==> src/rtl/ps2_keys_pkg.sv <==
// Shared PS/2 set-2 key constants and the prefix-tracking state type
// used by the command assembler.
package ps2_keys_pkg;

    localparam int MAX_CHARS = 4;

    localparam logic [7:0] SC_BREAK = 8'hF0;
    localparam logic [7:0] SC_EXT   = 8'hE0;
    localparam logic [7:0] SC_ENTER = 8'h5A;
    localparam logic [7:0] SC_BKSP  = 8'h66;

    typedef enum logic [1:0] {
        NORMAL,
        BREAK,
        EXT,
        EXT_BREAK
    } prefix_e;

endpackage

==> src/rtl/scancode_to_ascii.sv <==
// Combinational set-2 scan code to ASCII lookup for letters A-Z and digits 0-9.
// Every other code returns 8'h00, which callers treat as "unmapped".
module scancode_to_ascii (
    input  logic [7:0] code_i,
    output logic [7:0] ascii_o
);

    always_comb begin
        ascii_o = 8'h00;
        case (code_i)
            8'h1C: ascii_o = 8'h41; // A
            8'h32: ascii_o = 8'h42;
            8'h21: ascii_o = 8'h43;
            8'h23: ascii_o = 8'h44;
            8'h24: ascii_o = 8'h45;
            8'h2B: ascii_o = 8'h46;
            8'h34: ascii_o = 8'h47;
            8'h33: ascii_o = 8'h48;
            8'h43: ascii_o = 8'h49;
            8'h3B: ascii_o = 8'h4A;
            8'h42: ascii_o = 8'h4B;
            8'h4B: ascii_o = 8'h4C;
            8'h3A: ascii_o = 8'h4D;
            8'h31: ascii_o = 8'h4E;
            8'h44: ascii_o = 8'h4F;
            8'h4D: ascii_o = 8'h50;
            8'h15: ascii_o = 8'h51;
            8'h2D: ascii_o = 8'h52;
            8'h1B: ascii_o = 8'h53;
            8'h2C: ascii_o = 8'h54;
            8'h3C: ascii_o = 8'h55;
            8'h2A: ascii_o = 8'h56;
            8'h1D: ascii_o = 8'h57;
            8'h22: ascii_o = 8'h58;
            8'h35: ascii_o = 8'h59;
            8'h1A: ascii_o = 8'h5A; // Z
            8'h45: ascii_o = 8'h30; // 0
            8'h16: ascii_o = 8'h31;
            8'h1E: ascii_o = 8'h32;
            8'h26: ascii_o = 8'h33;
            8'h25: ascii_o = 8'h34;
            8'h2E: ascii_o = 8'h35;
            8'h36: ascii_o = 8'h36;
            8'h3D: ascii_o = 8'h37;
            8'h3E: ascii_o = 8'h38;
            8'h46: ascii_o = 8'h39; // 9
            default: ascii_o = 8'h00;
        endcase
    end

endmodule

==> src/rtl/ps2_command_assembler.sv <==
// Turns a raw PS/2 scan byte stream into an editable line buffer and, on Enter,
// hands the buffered characters to the processor as one packed command word.
module ps2_command_assembler #(
    parameter int MAX_CHARS = ps2_keys_pkg::MAX_CHARS,
    parameter int CNT_W     = 3
) (
    input  logic                   clock,
    input  logic                   reset,
    input  logic [7:0]             scan_data,
    input  logic                   scan_valid,
    output logic [8*MAX_CHARS-1:0] buf_word,
    output logic [CNT_W-1:0]       buf_count,
    output logic [8*MAX_CHARS-1:0] cmd_word,
    output logic [CNT_W-1:0]       cmd_len,
    output logic                   cmd_valid,
    input  logic                   cmd_ready,
    output logic                   overflow
);

    import ps2_keys_pkg::*;

    localparam int W = 8 * MAX_CHARS;
    localparam logic [CNT_W-1:0] FULL_CNT = CNT_W'(MAX_CHARS);

    prefix_e          state_q, state_d;
    logic [W-1:0]     buf_word_q, buf_word_d;
    logic [CNT_W-1:0] buf_count_q, buf_count_d;
    logic [W-1:0]     cmd_word_q, cmd_word_d;
    logic [CNT_W-1:0] cmd_len_q, cmd_len_d;
    logic             cmd_valid_q, cmd_valid_d;
    logic             overflow_q, overflow_d;
    logic             key_evt;
    logic [7:0]       ascii;

    scancode_to_ascii u_lut (
        .code_i  (scan_data),
        .ascii_o (ascii)
    );

    always_ff @(posedge clock) begin
        if (reset) begin
            state_q     <= NORMAL;
            buf_word_q  <= '0;
            buf_count_q <= '0;
            cmd_word_q  <= '0;
            cmd_len_q   <= '0;
            cmd_valid_q <= 1'b0;
            overflow_q  <= 1'b0;
        end else begin
            state_q     <= state_d;
            buf_word_q  <= buf_word_d;
            buf_count_q <= buf_count_d;
            cmd_word_q  <= cmd_word_d;
            cmd_len_q   <= cmd_len_d;
            cmd_valid_q <= cmd_valid_d;
            overflow_q  <= overflow_d;
        end
    end

    always_comb begin
        state_d     = state_q;
        buf_word_d  = buf_word_q;
        buf_count_d = buf_count_q;
        cmd_word_d  = cmd_word_q;
        cmd_len_d   = cmd_len_q;
        cmd_valid_d = cmd_valid_q;
        overflow_d  = 1'b0;
        key_evt     = 1'b0;

        // Prefix bytes and the byte following them never reach the key logic.
        if (scan_valid) begin
            case (state_q)
                NORMAL: begin
                    if (scan_data == SC_BREAK)    state_d = BREAK;
                    else if (scan_data == SC_EXT) state_d = EXT;
                    else                          key_evt = 1'b1;
                end
                BREAK:     state_d = NORMAL;
                EXT:       state_d = (scan_data == SC_BREAK) ? EXT_BREAK : NORMAL;
                EXT_BREAK: state_d = NORMAL;
                default:   state_d = NORMAL;
            endcase
        end

        if (cmd_valid_q && cmd_ready) cmd_valid_d = 1'b0;

        if (key_evt) begin
            if (scan_data == SC_ENTER) begin
                if (buf_count_q != '0) begin
                    // A retiring command frees the slot in the same cycle.
                    if (!cmd_valid_q || cmd_ready) begin
                        cmd_word_d  = buf_word_q;
                        cmd_len_d   = buf_count_q;
                        cmd_valid_d = 1'b1;
                        buf_word_d  = '0;
                        buf_count_d = '0;
                    end else begin
                        overflow_d = 1'b1;
                    end
                end
            end else if (scan_data == SC_BKSP) begin
                if (buf_count_q != '0) begin
                    buf_word_d  = {8'h00, buf_word_q[W-1:8]};
                    buf_count_d = buf_count_q - 1'b1;
                end
            end else if (ascii != 8'h00) begin
                if (buf_count_q < FULL_CNT) begin
                    buf_word_d  = {buf_word_q[W-9:0], ascii};
                    buf_count_d = buf_count_q + 1'b1;
                end else begin
                    overflow_d = 1'b1;
                end
            end
        end
    end

    assign buf_word  = buf_word_q;
    assign buf_count = buf_count_q;
    assign cmd_word  = cmd_word_q;
    assign cmd_len   = cmd_len_q;
    assign cmd_valid = cmd_valid_q;
    assign overflow  = overflow_q;

endmodule

==> config.mk <==
export PLATFORM = sky130hd
export DESIGN_NAME = ps2_command_assembler
export DESIGN_NICKNAME = d
export VERILOG_FILES = /design/src/rtl/ps2_keys_pkg.sv /design/src/rtl/scancode_to_ascii.sv /design/src/rtl/ps2_command_assembler.sv
export SDC_FILE = /design/constraint.sdc
export NUM_CORES = 1
export LEC_CHECK = 0
export ABC_AREA = 1
export CAP_MARGIN = 15
export CORE_MARGIN = 3
export CORE_UTILIZATION = 35
export DETAILED_ROUTE_END_ITERATION = 10
export GPL_TIMING_DRIVEN = 0
export PLACE_DENSITY = 0.61
export REMOVE_ABC_BUFFERS = 1
export SLEW_MARGIN = 20
export SYNTH_ARGS = -nofsm -noshare
export SYNTH_HDL_FRONTEND = slang
export SYNTH_SLANG_ARGS = --single-unit
==> constraint.sdc <==
create_clock -name clock -period 6.2 [get_ports clock]
set_clock_uncertainty 0.1 [all_clocks]
set_input_delay 0.62 -clock clock [delete_from_list [all_inputs] [get_ports clock]]
set_output_delay 0.62 -clock clock [all_outputs]
set_load 0.005 [all_outputs]
==> reports/results.ini <==
[status]
status = finished, final reports clean

[floorplan]
ios = 84
start_util_pct = 36.7
die_width_um = 114
row_count = 38
die_height_um = 114
dieArea_um2 = 12900
core_region_area_um2 = 11100

[finish]
multi_input_area_um2 = 2130
diodes = 0
final_nets = 693
drive_gt1_share_pct = 6.19
fillCellCount = 1164
seqCellArea_um2 = 1480
instances_no_fill = 818
syn_to_final_growth_pct = 29.1

[placed_design]
gp_congestion = 0.854
placedCellCount = 802
io_buffers = 83
hpwl_mm = 8.15

[detailed_routing]
via_per_inst = 5.14
routedWlPerCell_um = 14.1
routed-wl-met3_um = 666
routed_wl_mm = 11.6
top_layer = met4
vias = 4201
wl_met1_mm = 5.52
first_pass_iters = 6
drcViolationCount = 0
drtIter0Drc = 277
dr_wl_met2_mm = 5.16
antenna_left = 0

[cts]
cts_hold_buf = 0
cts.sinks = 74
cts_resized = 0
post_cts_buffers = 0
cts_buffers = 9
clockBufferDepth = 2
ctsRootBufferMaster = clkbuf_16
clk_pin_slew_ns = 0.06
clk_latency_ns = 0.33
cts_htree_levels = 3
cts_tree = yes

[synth]
yosysMostFrequentCell = nand2_1
ys_async_sr_fraction_pct = 0
netlist_instances = 611
ys_types = 35
synth_edf_count = 0
synth_top_area_share_pct = 36.5
yosys_warnings = 0
synth.avg_cell_area_um2 = 6.65
synth_seq_area_share_pct = 36.5
synthesis.area_um2 = 4060
ys_dominant_reg_cell = dfxtp_1
synth_top_cells_by_area = dfxtp_1 (36%), nand2_1 (12%), a21oi_1 (9.2%), nor2_1 (7.9%), o21ai_0 (6.0%)
synth_top_cell_by_area = dfxtp_1
synthTopCellsByCount = nand2_1 (126), nor2_1 (85), a21oi_1 (75), dfxtp_1 (74), inv_1 (50)
synth_seq_cells = 74

[power]
vdd_drop_max_mv = 0.166
power.share.switching_pct = 30.1
total_leakage_power_uw = 0.00228
combPwrFrac_pct = 24.9
sequentialPowerShare_pct = 37.3
power_switching_uw = 454
power_density_nw_per_um2 = 288
power_frac_clock_pct = 37.8
p_int_uw = 1060

[hold_path]
hp-class = flip-flop to flip-flop
worst_hold_path.endpoint = state_q[1]$_SDFFE_PP0P_
holdCritStartpoint = state_q[1]$_SDFFE_PP0P_
holdPathStages = 2

[sta]
rsz0062_at_grt = false
slew_headroom_pct = 29.6
holdWs_ns = 0.377
period_share_pct = 86.8
drv_slew = 0
final_hold_viol_count = 0
worst_pin_slew_ns = 1.05
timing.fmax_mhz = 186
period_needed_ns = 5.38
setup_violations = 0
fin_setup_tns_ns = 0

[critical_path]
cp_max_fo = 47
crit_path_start_kind = primary input
crit_type = primary input to flip-flop
end_kind = flip-flop
cp_data_arrival_time_ns = 5.49
timing.rr.start = cmd_valid$_SDFF_PP0_
regToRegEndpoint = buf_word[12]$_SDFFE_PP0P_
critPathLaunch = scan_data[0]
reg2reg_slack_ns = 3.59
critPathRequiredTime_ns = 6.31
reg2reg_depth = 10

[grt]
grt_use_total_pct = 18.1
grt-ovfl-total = 0
antenna_found_initial = 0
grt_pass1_wl_mm = 19.3
grt_max_degree = 59
grt_pass1_vias = 3991

[job]
maxCapViolations = 0

==> how the worst max path moves through the flow <==
stage,cells past startpoint,to,slack (ns)
2_1_floorplan,13,buf_word[12]$_SDFFE_PP0P_,1.64
3_3_place_gp,14,buf_word[5]$_SDFFE_PP0P_,-0.83
3_5_place_dp,13,buf_word[1]$_SDFFE_PP0P_,0.50
4_1_cts,13,buf_word[12]$_SDFFE_PP0P_,0.82
5_1_grt,13,buf_word[15]$_SDFFE_PP0P_,0.32
6_report,13,buf_word[12]$_SDFFE_PP0P_,0.82
==> state kept, by name (all words and copies together), names as in the netlist <==
signal,flops
state_q,2
buf_count,3
cmd_valid,1
cmd_len,3
overflow,1
buf_word,32
cmd_word,32
==> final cells by class <==
class | instances | area share, %
well taps | 140 | 3.34
repair buffers | 89 | 17.6
flip-flops and latches | 74 | 28.2
multi-input cells | 443 | 40.5
inverters | 56 | 4.03
clock inverters | 5 | 1.62
clock buffers | 11 | 4.63
==> critical path, stage by stage <==
cell and delay [ns]:
clkdlybuf4s50_1 0.57, inv_1 0.15, ha_1 0.27, nand2_1 0.16, nor2_1 0.10, nand3_2 0.38, inv_2 0.30, nor2_1 0.88
nand3_2 1.04, nand2_2 0.79, nand2_1 0.10, nand2_1 0.08, nor2_1 0.04
==> routing by layer <==
metal | GRT usage, % | up-vias
li1 | - | 2117
met1 | 24.8 | 1937
met2 | 28.7 | 127
met3 | 4.19 | 20
met4 | 4.89 | 0
met5 | 0 | -
==> through the flow <==
step	util, %	power, µW	instance area (µm²)	setup slack [ns]
finish	47.4	1510	5250	0.820
global route	47.4	1590	5250	0.318
CTS	47.4	1520	5250	0.817
detailed placement	44.4	949	4920	0.498
global placement	43.4	929	4810	-0.828
floorplan	-	776	3800	1.64
==> power by group through the flow <==
stage / clock network (µW) / logic, µW / registers, µW
floorplan: 0 / 211 / 565
global placement: 0 / 356 / 573
detailed placement: 0 / 375 / 574
CTS: 582 / 377 / 564
global route: 599 / 424 / 571
finish: 570 / 376 / 564
==> cells by family after synthesis <==
kind of cell	Yosys count	synth area share (%)
AND/OR/NAND/NOR	295	31.2
flip-flops	74	36.5
AO/OA/AOI/OAI	139	17.9
buffers and inverters	94	11.5
adder cells (fa/ha/maj)	8	2.65
XOR/XNOR	1	0.216
==> placed cells by master (no fill, tap or decap), types with 3 or more instances in the layout <==
cell	netlist	final
clkdlybuf4s50_1	0	83
a21oi_1	75	75
nor2_1	85	85
nor2_2	3	3
inv_1	50	50
clkbuf_16	0	9
o21ai_0	49	49
nor3_1	23	23
ha_1	7	7
dfxtp_1	74	74
nand3_1	46	46
nand3_2	4	4
nand2_1	126	126
inv_2	5	5
Note: power is estimated with default switching activity, not from simulation.
